==> config.mk <==
export PLATFORM = sky130hd
export DESIGN_NAME = interrupt_sequencer
export DESIGN_NICKNAME = d
export VERILOG_FILES = /design/src/rtl/interrupt_pkg.sv /design/src/rtl/irq_priority_encoder.sv /design/src/rtl/interrupt_sequencer.sv
export SDC_FILE = /design/constraint.sdc
export NUM_CORES = 1
export LEC_CHECK = 0
export ABC_AREA = 1
export CAP_MARGIN = 15
export CORE_MARGIN = 5
export CORE_UTILIZATION = 23
export DETAILED_ROUTE_END_ITERATION = 7
export SYNTH_ARGS = -nofsm -noshare
export SYNTH_HDL_FRONTEND = slang
export SYNTH_SLANG_ARGS = --single-unit
export TNS_END_PERCENT = 10
==> constraint.sdc <==
create_clock -name clk -period 1.75 [get_ports clk]
set_clock_uncertainty 0.2 [all_clocks]
set_input_delay 0.525 -clock clk [delete_from_list [all_inputs] [get_ports clk]]
set_output_delay 0.525 -clock clk [all_outputs]
set_load 0.1 [all_outputs]
==> src/rtl/interrupt_pkg.sv <==
// interrupt_pkg
// Shared definitions for the interrupt sequencer and every other user of the
// flag register: request count, flag field positions and the sequencer state
// encoding.
package interrupt_pkg;

  localparam int IRQ_COUNT = 9;

  // Flag register field positions; all flag consumers index through these.
  localparam int FLAG_COMPARE_LSB = 0;
  localparam int FLAG_COMPARE_MSB = 2;
  localparam int FLAG_IRQ_LSB     = 3;
  localparam int FLAG_IRQ_MSB     = 11;
  localparam int FLAG_PAGE_LSB    = 12;
  localparam int FLAG_PAGE_MSB    = 15;

  typedef enum logic [2:0] {
    ST_IDLE    = 3'd0,
    ST_SAVE    = 3'd1,
    ST_VECTOR  = 3'd2,
    ST_ISR     = 3'd3,
    ST_RESTORE = 3'd4
  } seq_state_t;

endpackage

==> src/rtl/irq_priority_encoder.sv <==
// irq_priority_encoder
// Combinational fixed-priority encoder: the lowest set bit of eligible wins.
// Ports:
//   eligible  in   IRQ_COUNT  enabled pending requests
//   index     out  4          index of the winning request (0 when none)
//   valid     out  1          at least one request is eligible
module irq_priority_encoder
  import interrupt_pkg::*;
(
  input  logic [IRQ_COUNT-1:0] eligible,
  output logic [3:0]           index,
  output logic                 valid
);

  // Scan from the top down so the lowest set bit is the last one written.
  always_comb begin
    index = 4'd0;
    valid = 1'b0;
    for (int i = IRQ_COUNT - 1; i >= 0; i--) begin
      if (eligible[i]) begin
        index = 4'(i);
        valid = 1'b1;
      end
    end
  end

endmodule

==> src/rtl/interrupt_sequencer.sv <==
// interrupt_sequencer
// Latches rising edges on the external request lines, masks them with the
// flag register enables and, at an instruction boundary, runs the interrupt
// entry (backup accumulator, save PC, load vector). On reti it runs the
// return (restore accumulator, reload PC from the return-address register).
// Ports:
//   clk, reset                 clock, asynchronous active-high reset
//   irq_lines                  external requests, rising-edge sensitive
//   flag_input                 flag register; [11:3] are per-request enables
//   pc_input                   address of the next instruction
//   return_address_input       saved return address from Register_File
//   instr_boundary, reti       control unit handshakes
//   r_backup, r_restore        accumulator save/restore strobes
//   return_address_write/data  return-address register write port
//   pc_write, pc_data          PC load port
//   stall                      holds the control unit in sequencer cycles
//   in_isr                     handler active
//   pending                    latched request bits
module interrupt_sequencer
  import interrupt_pkg::*;
#(
  parameter logic [15:0] VECTOR_BASE   = 16'h0010,
  parameter logic [15:0] VECTOR_STRIDE = 16'd4
) (
  input  logic                 clk,
  input  logic                 reset,
  input  logic [IRQ_COUNT-1:0] irq_lines,
  input  logic [15:0]          flag_input,
  input  logic [15:0]          pc_input,
  input  logic [15:0]          return_address_input,
  input  logic                 instr_boundary,
  input  logic                 reti,
  output logic                 r_backup,
  output logic                 r_restore,
  output logic                 return_address_write,
  output logic [15:0]          return_address_data,
  output logic                 pc_write,
  output logic [15:0]          pc_data,
  output logic                 stall,
  output logic                 in_isr,
  output logic [IRQ_COUNT-1:0] pending
);

  seq_state_t           state_q, state_d;
  logic [IRQ_COUNT-1:0] pending_q, pending_d;
  logic [IRQ_COUNT-1:0] irq_prev_q, irq_prev_d;
  logic [3:0]           sel_q, sel_d;

  logic [IRQ_COUNT-1:0] eligible;
  logic [IRQ_COUNT-1:0] clear_mask;
  logic [3:0]           take_index;
  logic                 take_valid;
  logic                 unused_flag_bits;

  assign eligible = pending_q & flag_input[FLAG_IRQ_MSB:FLAG_IRQ_LSB];
  assign unused_flag_bits = ^{flag_input[FLAG_PAGE_MSB:FLAG_PAGE_LSB],
                              flag_input[FLAG_COMPARE_MSB:FLAG_COMPARE_LSB]};

  irq_priority_encoder u_priority (
    .eligible (eligible),
    .index    (take_index),
    .valid    (take_valid)
  );

  always_ff @(posedge clk or posedge reset) begin
    if (reset) begin
      state_q    <= ST_IDLE;
      pending_q  <= '0;
      irq_prev_q <= '0;
      sel_q      <= 4'd0;
    end else begin
      state_q    <= state_d;
      pending_q  <= pending_d;
      irq_prev_q <= irq_prev_d;
      sel_q      <= sel_d;
    end
  end

  // Edge capture and acknowledge. The clear is applied before the set so a
  // fresh edge on the serviced line during VECTOR keeps it pending.
  always_comb begin
    irq_prev_d = irq_lines;
    clear_mask = '0;
    if (state_q == ST_VECTOR) begin
      clear_mask = IRQ_COUNT'(1) << sel_q;
    end
    pending_d = (pending_q & ~clear_mask) | (irq_lines & ~irq_prev_q);
  end

  // Next-state logic; the winning index is frozen on the take so later
  // changes to pending or enables cannot redirect the sequence.
  always_comb begin
    state_d = state_q;
    sel_d   = sel_q;
    unique case (state_q)
      ST_IDLE: begin
        if (instr_boundary && take_valid) begin
          state_d = ST_SAVE;
          sel_d   = take_index;
        end
      end
      ST_SAVE:    state_d = ST_VECTOR;
      ST_VECTOR:  state_d = ST_ISR;
      ST_ISR: begin
        if (reti) begin
          state_d = ST_RESTORE;
        end
      end
      ST_RESTORE: state_d = ST_IDLE;
      default:    state_d = ST_IDLE;
    endcase
  end

  // Moore outputs decoded from the registered state.
  always_comb begin
    r_backup             = 1'b0;
    r_restore            = 1'b0;
    return_address_write = 1'b0;
    return_address_data  = 16'h0000;
    pc_write             = 1'b0;
    pc_data              = 16'h0000;
    stall                = 1'b0;
    in_isr               = 1'b0;
    unique case (state_q)
      ST_SAVE: begin
        r_backup             = 1'b1;
        return_address_write = 1'b1;
        return_address_data  = pc_input;
        stall                = 1'b1;
      end
      ST_VECTOR: begin
        pc_write = 1'b1;
        pc_data  = VECTOR_BASE + ({12'h000, sel_q} * VECTOR_STRIDE);
        stall    = 1'b1;
      end
      ST_ISR: begin
        in_isr = 1'b1;
      end
      ST_RESTORE: begin
        r_restore = 1'b1;
        pc_write  = 1'b1;
        pc_data   = return_address_input;
        stall     = 1'b1;
      end
      default: begin
      end
    endcase
  end

  assign pending = pending_q;

endmodule
==> results.sh <==
export IMPL_cts_root_buffer="clkbuf_8"
export IMPL_regArea_um2=629
export IMPL_via_per_inst=4.19
export IMPL_peakVddDrop_mv=1.23
export IMPL_clk_pin_slew_worst_paths_ns=0.08
export IMPL_power_density_nw_per_um2=1740
export IMPL_syn_inst=195
export IMPL_clk_latency_ns=0.26
export IMPL_cts_buffers=3
export IMPL_leakagePower_nw=1.59
export IMPL_antenna_found_initial=0
export IMPL_seq_area_frac_synth_pct=41.6
export IMPL_dp_hpwl_mm=4.22
export IMPL_cp_cell_sequence="nor3_4 > buf_6 > a22o_1 > buf_12"
export IMPL_fill_cells=550
export IMPL_drc=0
export IMPL_hp_class="reg -> reg"
export IMPL_grt_pass1_vias=1681
export IMPL_antenna_cells=0
export IMPL_num_vias=1667
export IMPL_synth_edf_count=0
export IMPL_antenna_left=0
export IMPL_yosys_warnings=0
export IMPL_period_minus_slack_ns=2.25
export IMPL_critical_path_class="reg -> out"
export IMPL_worst_slack_ns=-0.505
export IMPL_wl_mm=4.95
export IMPL_die_w_um=90.9
export IMPL_first_pass_iters=4
export IMPL_cp_endpoint="pc_data[6]"
export IMPL_tns_ns=-18.03
export IMPL_cts_tree="done"
export IMPL_drive_above_1_share_pct=40.2
export IMPL_core_area_um2=6350
export IMPL_async_reset_ff_share_pct=100
export IMPL_syn_nets=257
export IMPL_r2r_slack_ns=0.11
export IMPL_wire_per_inst_um=12.4
export IMPL_run_status="complete, but fails checks"
export IMPL_setup_viol=38
export IMPL_synth_cell_types=26
export IMPL_start_util_pct=23.7
export IMPL_cts_hold_buf=0
export IMPL_gr_total_overflow=0
export IMPL_grt_usage_pct=11.6
export IMPL_slew_violations=0
export IMPL_r2r_start="state_q[2]"
export IMPL_path_delay_family="flip-flops"
export IMPL_portBuffers=100
export IMPL_cp_max_fo=5
export IMPL_cts_sinks=25
export IMPL_cpMaxStageDelayCell="dfrtp_2"
export IMPL_clockBufferDepth=2
export IMPL_synth_seq_cells=25
export IMPL_drt_initial_drc_count=24
export IMPL_cp_depth=4
export IMPL_htree_levels=1
export IMPL_multi_input_comb_area_um2=801
export IMPL_worst_ep_required_time_ns=1.02
export IMPL_cpPeakStageDelay_ns=0.46
export IMPL_grt_first_pass_wirelength_mm=7.94
export IMPL_worst_slew_pin_slew_ns=0.276
export IMPL_reg2reg_depth=7
export IMPL_die_y_um=90.9
export IMPL_maxCapViolCount=0
export IMPL_crit_buf_inv=2
export IMPL_rsz0062_at_grt="yes"
export IMPL_gp_congestion=0.869
export IMPL_synth_top_flop_cell="dfrtp_1"
export IMPL_grt_max_degree=26
export IMPL_post_route_util_pct=55.1
export IMPL_syn_cell_area_um2=1500
export IMPL_avgSynthCellArea_um2=7.71
export IMPL_ios=108
export IMPL_cp_start_kind="register"
export IMPL_fp_row_count=29
export IMPL_max_slew_margin_pct=81.6
export IMPL_timing_final_hold_violations=0
export IMPL_place_area_um2=3330
export IMPL_fmax_ghz=0.443
export IMPL_areaGrowthSynthToFinish_pct=133
export IMPL_fin_nets=384
export IMPL_rr_endpoint="pending[6]"
export IMPL_violations="setup timing"
export IMPL_end_kind="primary output"
export IMPL_final_cell_area_um2=3500
export IMPL_period_share_pct=129
export IMPL_crit_start="state_q[1]"
export IMPL_arrival_ns=1.53
export IMPL_dieArea_um2=8260
cell usage after synthesis, types with 4 or more instances:
cell type,instances,area share [%]
inv_1,47,12
nand2_1,35,8.7
dfrtp_1,25,42
nor2_1,18,4.5
o21ai_0,13,4.3
nor2_4,9,6.7
nor2_2,7,2.9
o21ai_1,7,2.3
nand3_1,6,2.0
inv_2,5,1.2
o31ai_1,4,2.0
worst min path at each step:
stage               slack (ns)    endpoint           from  depth (start not counted)
finish                    0.21  pending[8]  irq_prev_q[8]                          1
global route              0.21  pending[2]  irq_prev_q[2]                          1
CTS                       0.21  pending[8]  irq_prev_q[8]                          1
detailed placement        0.20  pending[8]  irq_prev_q[8]                          1
global placement          0.19  pending[8]  irq_prev_q[8]                          1
floorplan                 0.19  pending[0]  irq_prev_q[0]                          1
worst reg2reg max path: cells and delay by family (launching register included):
kind / cells / cell delay (ns)
simple gates: 3 / 0.40
buf+inv: 2 / 0.19
flops: 1 / 0.45
compound gates: 2 / 0.27
layout make-up:
cell class / instances / share of cell area (%)
clock buffer: 4 / 1.29
inverter: 53 / 6.58
multi-input combinational: 113 / 22.9
sequential: 25 / 18.0
tap: 77 / 2.75
timing repair buffer: 124 / 47.9
timing repair inverter: 2 / 0.572
placed cells by master, fill, tap and decap left out:
cell type,n
a21oi_1,1
clkbuf_8,3
buf_4,20
clkbuf_1,1
nand4_1,1
o211ai_1,1
clkdlybuf4s50_1,53
nor2_2,4
inv_1,46
inv_8,1
buf_6,3
inv_2,5
buf_12,48
o21ai_0,9
ha_1,1
o21ai_2,3
nor2_4,28
nand2_4,1
dfrtp_2,3
o21ai_1,8
o21a_1,1
a22o_1,2
bufinv_16,1
nand3_1,4
o21bai_1,1
nand2_1,35
nor2_1,2
inv_6,2
nor3_4,3
nand3_2,3
nand2_2,1
o31ai_1,4
dfrtp_1,22
power breakdown:
part	switching, mW	total [mW]	leakage (nW)	internal (mW)
clock network	0.163	0.325	0.0228	0.162
logic	3.11	4.90	1.29	1.79
registers	0.156	0.860	0.274	0.704
total	3.43	6.09	1.59	2.66
routing by layer:
metal  vias up  share of wire (%)  global-route usage (%)
met3         2                6.9                    1.92
met1       746                 44                    14.8
met4         0               0.32                    2.69
met5         -                  0                       0
li1        841                  -                       -
met2        78                 49                    20.5
state kept, by name, indices dropped and copies added (netlist names):
register    flops
pending         9
sel_q           4
state_q         3
irq_prev_q      9
stage by stage:
step / setup slack [ns] / hold slack [ns] / power [mW] / std cells
floorplan: -1.32 / 0.192 / 3.82 / 195
global route: -0.583 / 0.215 / 6.32 / 398
finish: -0.505 / 0.206 / 6.09 / 398
CTS: -0.547 / 0.212 / 6.10 / 398
detailed placement: -0.357 / 0.201 / 5.53 / 388
global placement: -0.355 / 0.195 / 5.50 / 388
cells by family (layout without fill, tap and decap cells):
kind of cell / count (synthesis) / after routing / share of synthesized area, %
AND/OR/NAND/NOR: 82 / 82 / 29.2
buffers and inverters: 57 / 183 / 16.7
AO/OA/AOI/OAI: 30 / 30 / 11.6
flip-flops: 25 / 25 / 41.6
adder cells (fa/ha/maj): 1 / 1 / 0.832
what timing repair did:
item / 4_1_cts / 5_1_grt
setup buffers: 4 / 0
setup endpoints to repair: 41 / 48
pin swaps: 5 / 0
resized for setup: 10 / 8
gates cloned: 2 / 0
Power figures use the tool's default switching activity.
